<file path="config.mk">
export PLATFORM = sky130hd
export DESIGN_NAME = spi_master_arb
export DESIGN_NICKNAME = d
export VERILOG_FILES = /design/src/rtl/spi_pkg.sv /design/src/rtl/spi_sck_gen.sv /design/src/rtl/spi_master_arb.sv
export SDC_FILE = /design/constraint.sdc
export NUM_CORES = 1
export LEC_CHECK = 0
export BUFFER_PORTS_ARGS = -buffer_cell sky130_fd_sc_hd__buf_2
export CAP_MARGIN = 20
export CORE_MARGIN = 5
export CORE_UTILIZATION = 35
export CTS_CLUSTER_SIZE = 12
export DETAILED_ROUTE_END_ITERATION = 7
export GPL_TIMING_DRIVEN = 0
export HOLD_SLACK_MARGIN = 0.12
export SKIP_CTS_REPAIR_TIMING = 1
export SYNTH_ARGS = -nofsm -noshare
export SYNTH_HDL_FRONTEND = slang
export SYNTH_SLANG_ARGS = --single-unit
</file>
<file path="constraint.sdc">
create_clock -name clk -period 2.5 [get_ports clk]
set_clock_uncertainty 0.05 [all_clocks]
set_input_delay 0.625 -clock clk [delete_from_list [all_inputs] [get_ports clk]]
set_output_delay 0.625 -clock clk [all_outputs]
set_load 0.03 [all_outputs]
</file>
<file path="src/rtl/spi_pkg.sv">
// Shared types and defaults for the SPI master/slave blocks.
package spi_pkg;

    typedef enum logic [2:0] {IDLE, SETUP, SHIFT, HOLD, GAP} spi_master_state_t;

    localparam int unsigned SPI_N           = 8;
    localparam int unsigned SPI_CLK_DIV     = 4;
    localparam logic [7:0]  SPI_SLAVE_REPLY = 8'h0A;

endpackage

</file>
<file path="src/rtl/spi_sck_gen.sv">
// SCK half-period timer: half_tick every CLK_DIV enabled cycles; SCK toggles on
// half_tick while sck_en is high and is held low otherwise.
module spi_sck_gen
    import spi_pkg::*;
#(
    parameter int unsigned CLK_DIV = SPI_CLK_DIV
) (
    input  logic clk,
    input  logic reset,
    input  logic en,
    input  logic sck_en,
    output logic half_tick,
    output logic SCK
);

    localparam int unsigned CW = (CLK_DIV > 1) ? $clog2(CLK_DIV) : 1;

    logic [CW-1:0] cnt;

    assign half_tick = en && (cnt == CW'(CLK_DIV - 1));

    always_ff @(posedge clk or negedge reset) begin
        if (!reset) begin
            cnt <= '0;
            SCK <= 1'b0;
        end else if (!en) begin
            cnt <= '0;
            SCK <= 1'b0;
        end else begin
            cnt <= half_tick ? '0 : cnt + 1'b1;
            if (!sck_en)
                SCK <= 1'b0;
            else if (half_tick)
                SCK <= ~SCK;
        end
    end

endmodule

</file>
<file path="src/rtl/spi_master_arb.sv">
// Arbitrated mode-0 SPI master shared by NREQ requesters.
// SPI_MASTER_ARB_RR_EN selects round-robin; otherwise fixed priority, req[0] highest.
module spi_master_arb
    import spi_pkg::*;
#(
    parameter int unsigned N       = SPI_N,
    parameter int unsigned NREQ    = 2,
    parameter int unsigned CLK_DIV = SPI_CLK_DIV
) (
    input  logic              clk,
    input  logic              reset,
    input  logic [NREQ-1:0]   req,
    input  logic [NREQ*N-1:0] tx_data,
    output logic [NREQ-1:0]   grant,
    output logic [NREQ-1:0]   done,
    output logic [N-1:0]      rx_data,
    output logic              busy,
    output logic              SCK,
    output logic              CS,
    output logic              MOSI,
    input  logic              MISO
);

    localparam int unsigned IW = $clog2(NREQ);
    localparam int unsigned BW = (N > 1) ? $clog2(N) : 1;

    if (CLK_DIV < 4) begin : g_clk_div_chk
        $error("spi_master_arb: CLK_DIV must be at least 4");
    end
    if (NREQ < 2 || NREQ > 8) begin : g_nreq_chk
        $error("spi_master_arb: NREQ must be in 2..8");
    end

    spi_master_state_t state, state_nx;

    logic [IW-1:0] start_idx, cand, win_idx;
    logic          win_vld;
    logic [N-1:0]  win_word;
    logic [N-1:0]  tx_sh, rx_sh;
    logic [BW-1:0] bit_cnt;
    logic          half_tick, gen_en, sck_en;
    logic          load, sample, shift, bit_dec, finish;

`ifdef SPI_MASTER_ARB_RR_EN
    logic [IW-1:0] rr_ptr;

    assign start_idx = rr_ptr;

    always_ff @(posedge clk or negedge reset) begin
        if (!reset)
            rr_ptr <= '0;
        else if (load)
            rr_ptr <= IW'((32'(win_idx) + 1) % NREQ);
    end
`else
    assign start_idx = '0;
`endif

    always_comb begin
        win_vld = 1'b0;
        win_idx = '0;
        cand    = '0;
        for (int unsigned i = 0; i < NREQ; i++) begin
            cand = IW'((32'(start_idx) + i) % NREQ);
            if (!win_vld && req[cand]) begin
                win_vld = 1'b1;
                win_idx = cand;
            end
        end
        win_word = tx_data[32'(win_idx) * N +: N];
    end

    assign gen_en = (state != IDLE);
    // SCK must stay low through the final low half of bit 0 even though ticks continue.
    assign sck_en = (state == SETUP) || ((state == SHIFT) && !(!SCK && bit_cnt == '0));
    assign busy   = (state != IDLE);
    assign MOSI   = tx_sh[N-1];

    spi_sck_gen #(
        .CLK_DIV (CLK_DIV)
    ) u_sck_gen (
        .clk       (clk),
        .reset     (reset),
        .en        (gen_en),
        .sck_en    (sck_en),
        .half_tick (half_tick),
        .SCK       (SCK)
    );

    always_ff @(posedge clk or negedge reset) begin
        if (!reset)
            state <= IDLE;
        else
            state <= state_nx;
    end

    always_comb begin
        state_nx = state;
        load     = 1'b0;
        sample   = 1'b0;
        shift    = 1'b0;
        bit_dec  = 1'b0;
        finish   = 1'b0;
        case (state)
            IDLE: begin
                if (win_vld) begin
                    load     = 1'b1;
                    state_nx = SETUP;
                end
            end
            SETUP: begin
                if (half_tick) begin
                    sample   = 1'b1;
                    state_nx = SHIFT;
                end
            end
            SHIFT: begin
                if (half_tick) begin
                    if (SCK)
                        shift = (bit_cnt != '0);
                    else if (bit_cnt == '0)
                        state_nx = HOLD;
                    else begin
                        sample  = 1'b1;
                        bit_dec = 1'b1;
                    end
                end
            end
            HOLD: begin
                if (half_tick) begin
                    finish   = 1'b1;
                    state_nx = GAP;
                end
            end
            GAP: begin
                if (half_tick)
                    state_nx = IDLE;
            end
            default: state_nx = IDLE;
        endcase
    end

    always_ff @(posedge clk or negedge reset) begin
        if (!reset) begin
            grant   <= '0;
            done    <= '0;
            rx_data <= '0;
            CS      <= 1'b1;
            tx_sh   <= '0;
            rx_sh   <= '0;
            bit_cnt <= '0;
        end else begin
            done <= '0;
            if (load) begin
                grant   <= NREQ'(1) << win_idx;
                CS      <= 1'b0;
                tx_sh   <= win_word;
                bit_cnt <= BW'(N - 1);
            end
            if (sample)
                rx_sh <= {rx_sh[N-2:0], MISO};
            if (bit_dec)
                bit_cnt <= bit_cnt - 1'b1;
            if (shift)
                tx_sh <= tx_sh << 1;
            if (finish) begin
                CS      <= 1'b1;
                rx_data <= rx_sh;
                done    <= grant;
                grant   <= '0;
                tx_sh   <= '0;
            end
        end
    end

endmodule

</file>
==> flow_summary_export.csv <==
group,metric,value,unit
logic_synthesis,ys_warn_count,0,
timing,fin_crit,1980,ps
die,start_util,0.356,
logic_synthesis,async_reset_ff_frac,1.00,
grt,grt_pass1_vias,1266,
pwr,power_density,1140,nW/µm²
placement,dpl_cell_area,2070,µm²
critical_path,critPathSlowestCell,"dfrtp_1",
timing,final.setup.worst_slack,521,ps
clock_tree,clkTransAtPathRegs,70,ps
timing,setup_viol,0,
clock_tree,cts_buffers,5,
layout,fin_nets,226,
routing,wirelength,3410,µm
die,num_io_pins,37,
die,dieArea,6690,µm²
critical_path,cp-start-kind,"flip-flop",
timing,period_share,0.792,
layout,areaGrowthSynthToFinish,20.1,%
critical_path,cp.arrival,1300,ps
die,die_y,81.8,µm
logic_synthesis,syn-num-nets,183,
timing,slew_violations,0,
die,core,5070,µm²
pwr,power_leakage,1.06,nW
logic_synthesis,ys_seq_elements,38,
grt,grt_pass1_wl,5870,µm
placement,gp_routability_congestion,0.764,
logic_synthesis,ys_seq_area_frac,0.527,
layout,final_area,2170,µm²
critical_path,critPathRequiredTime,1820,ps
critical_path,path_cells,"buf_6 > nor3_4 > inv_1 > buf_2",
grt,grt_max_degree,39,
pwr,power,2.47,mW
logic_synthesis,synthTopCellsByArea,"dfrtp_1 (51%), mux2_2 (9.4%), nand2_1 (6.0%)",
critical_path,max_stage_delay,370,ps
routing,routedWlPerCell,12.5,µm
outcome,status,"complete, no violations",
placement,pre_cts_slack,600,ps
placement,port_buffers,36,
clock_tree,cts-htree-levels,2,
layout,n_antenna_cell,0,
logic_synthesis,synth_area_leader_cell,"dfrtp_1",
grt,track_usage,0.117,
routing,antenna_left,0,
placement,dp_hpwl,2430,µm
timing,rsz0062_at_grt,"false",
grt,antenna_found_initial,0,
die,rows,26,
critical_path,reg2reg_depth,6,
timing,worst_pin_slew,836,ps
logic_synthesis,synth_edf_count,0,
layout,layout-drive-gt1-share,0.350,
routing,route.detailed.drc,0,
critical_path,r2r_end,"rx_sh[4]",
logic_synthesis,yosysUniqueCellTypes,34,
logic_synthesis,synth.avg_cell_area,11.4,µm²
critical_path,path_class,"reg -> out",
timing,hold_viol,0,
critical_path,cp-end-kind,"primary output",
logic_synthesis,synthesis.area,1810,µm²
critical_path,rrSetupSlack,610,ps
routing,viasPerCell,4.65,
clock_tree,clock-root-buffer,"clkbuf_8",
clock_tree,clock-sinks,38,
routing,drt_first_pass_iters,4,
layout,fillers,528,
timing,max_freq,0.505,GHz
timing,max_slew_margin,0.443,
die,die_w,81.8,µm
routing,drtIter0Drc,69,
job,max-cap-violations,0,
routing,vias,1269,
clock_tree,cts_tree,"built",
critical_path,timing.rr.start,"bit_cnt[0]",
logic_synthesis,synth_ff_type,"dfrtp_1",
logic_synthesis,synth_cells,159,
clock_tree,clock_latency,290,ps
timing,final.setup.tns,0,ps
grt,grt_overflow,0,
clock_tree,clockBufferDepth,2,
logic_synthesis,yosysTopAreaCellShare,0.513,
critical_path,crit_fanout,10,
hold_path,holdCritPathClass,"in -> async",
pwr,irDropWorstVdd,0.599,mV
state kept, by name, indices dropped and copies added (netlist names):
register       cells
rx_data            8
rx_sh              8
tx_sh              8
bit_cnt            3
state              3
done               2
grant              2
u_sck_gen.cnt      2
CS                 1
u_sck_gen.SCK      1
worst max-delay path by stage:
stage | from | to | slack, ps | cells after the start
floorplan | bit_cnt[0] | rx_sh[0] | 790 | 6
global placement | bit_cnt[0] | rx_sh[0] | 610 | 6
detailed placement | bit_cnt[0] | rx_sh[4] | 600 | 6
CTS | state[1] | busy | 490 | 4
global route | state[1] | busy | 410 | 4
finish | state[1] | busy | 520 | 4
metal layers:
metal / up-vias / track usage / share of wire / routed length, µm
met1: 613 / 0.149 / 0.47 / 1620
met3: 4 / 0.0428 / 0.044 / 151
met5: - / 0 / 0 / 0
met2: 19 / 0.183 / 0.47 / 1620
met4: 0 / 0.0399 / 0.0070 / 24
li1: 633 / - / - / -
cell type report:
class / instances / area, µm² / area share
sequential: 38 / 952 / 0.439
multi-input combinational: 111 / 785 / 0.362
timing repair buffer: 36 / 180 / 0.0831
tap: 70 / 87.6 / 0.0404
clock buffer: 6 / 82.6 / 0.0381
buffer: 6 / 53.8 / 0.0248
inverter: 4 / 15.0 / 0.00692
clock inverter: 2 / 12.5 / 0.00577
report_power, final:
part	switching, mW	internal (mW)
clock	0.217	0.222
combinational	0.594	0.417
sequential	0.147	0.868
total	0.959	1.51
stage by stage:
step | hold slack (ps) | util | cells
2_1_floorplan | 279 | - | 159
3_3_place_gp | 378 | 0.409 | 265
3_5_place_dp | 395 | 0.409 | 265
4_1_cts | 405 | 0.427 | 273
5_1_grt | 425 | 0.427 | 273
6_report | 380 | 0.427 | 273
cells in the mapped netlist (2+ instances only):
master      n
nor2b_1     4
o21ai_0     2
and2b_1     3
buf_6       2
mux2_2     15
nand2_1    29
nor2_1      9
nand3_1     2
nand2b_1    3
mux2i_1     9
inv_1       4
and2_1      2
a21oi_1     4
dfrtp_1    37
o2bb2ai_1   7
ha_1        3
nor3_1      5
a211oi_1    3
cells in the final DEF, fill, tap and decap left out, types with 2 or more instances in the layout:
cell and instances:
buf_2 37, dfrtp_1 37, nand2_1 29, mux2_2 15, nor2_1 9, mux2i_1 9, o2bb2ai_1 7, clkbuf_8 6
nor3_1 5, inv_1 4, nor2b_1 4, a21oi_1 4, nand2b_1 3, and2b_1 3, a211oi_1 3, ha_1 3
buf_6 2, and2_1 2, nand3_1 2, o21ai_0 2
cell families after synthesis:
group	after synthesis	synth area share
DFF	38	0.527
muxes	24	0.143
xor gates and xnor gates	1	0.00485
adders and majority gates	3	0.0208
AOI/OAI and AO/OA	21	0.0887
buffers and inverters	10	0.0381
and+or+nand+nor	62	0.177
worst max-delay path: cells and delay by family (launching register included):
| family | cells | cell delay [ps] |
|---|---|---|
| buffers and inverters | 3 | 380 |
| AND/OR/NAND/NOR | 1 | 260 |
| flip-flops | 1 | 370 |
(Power assumes the default switching activity.)
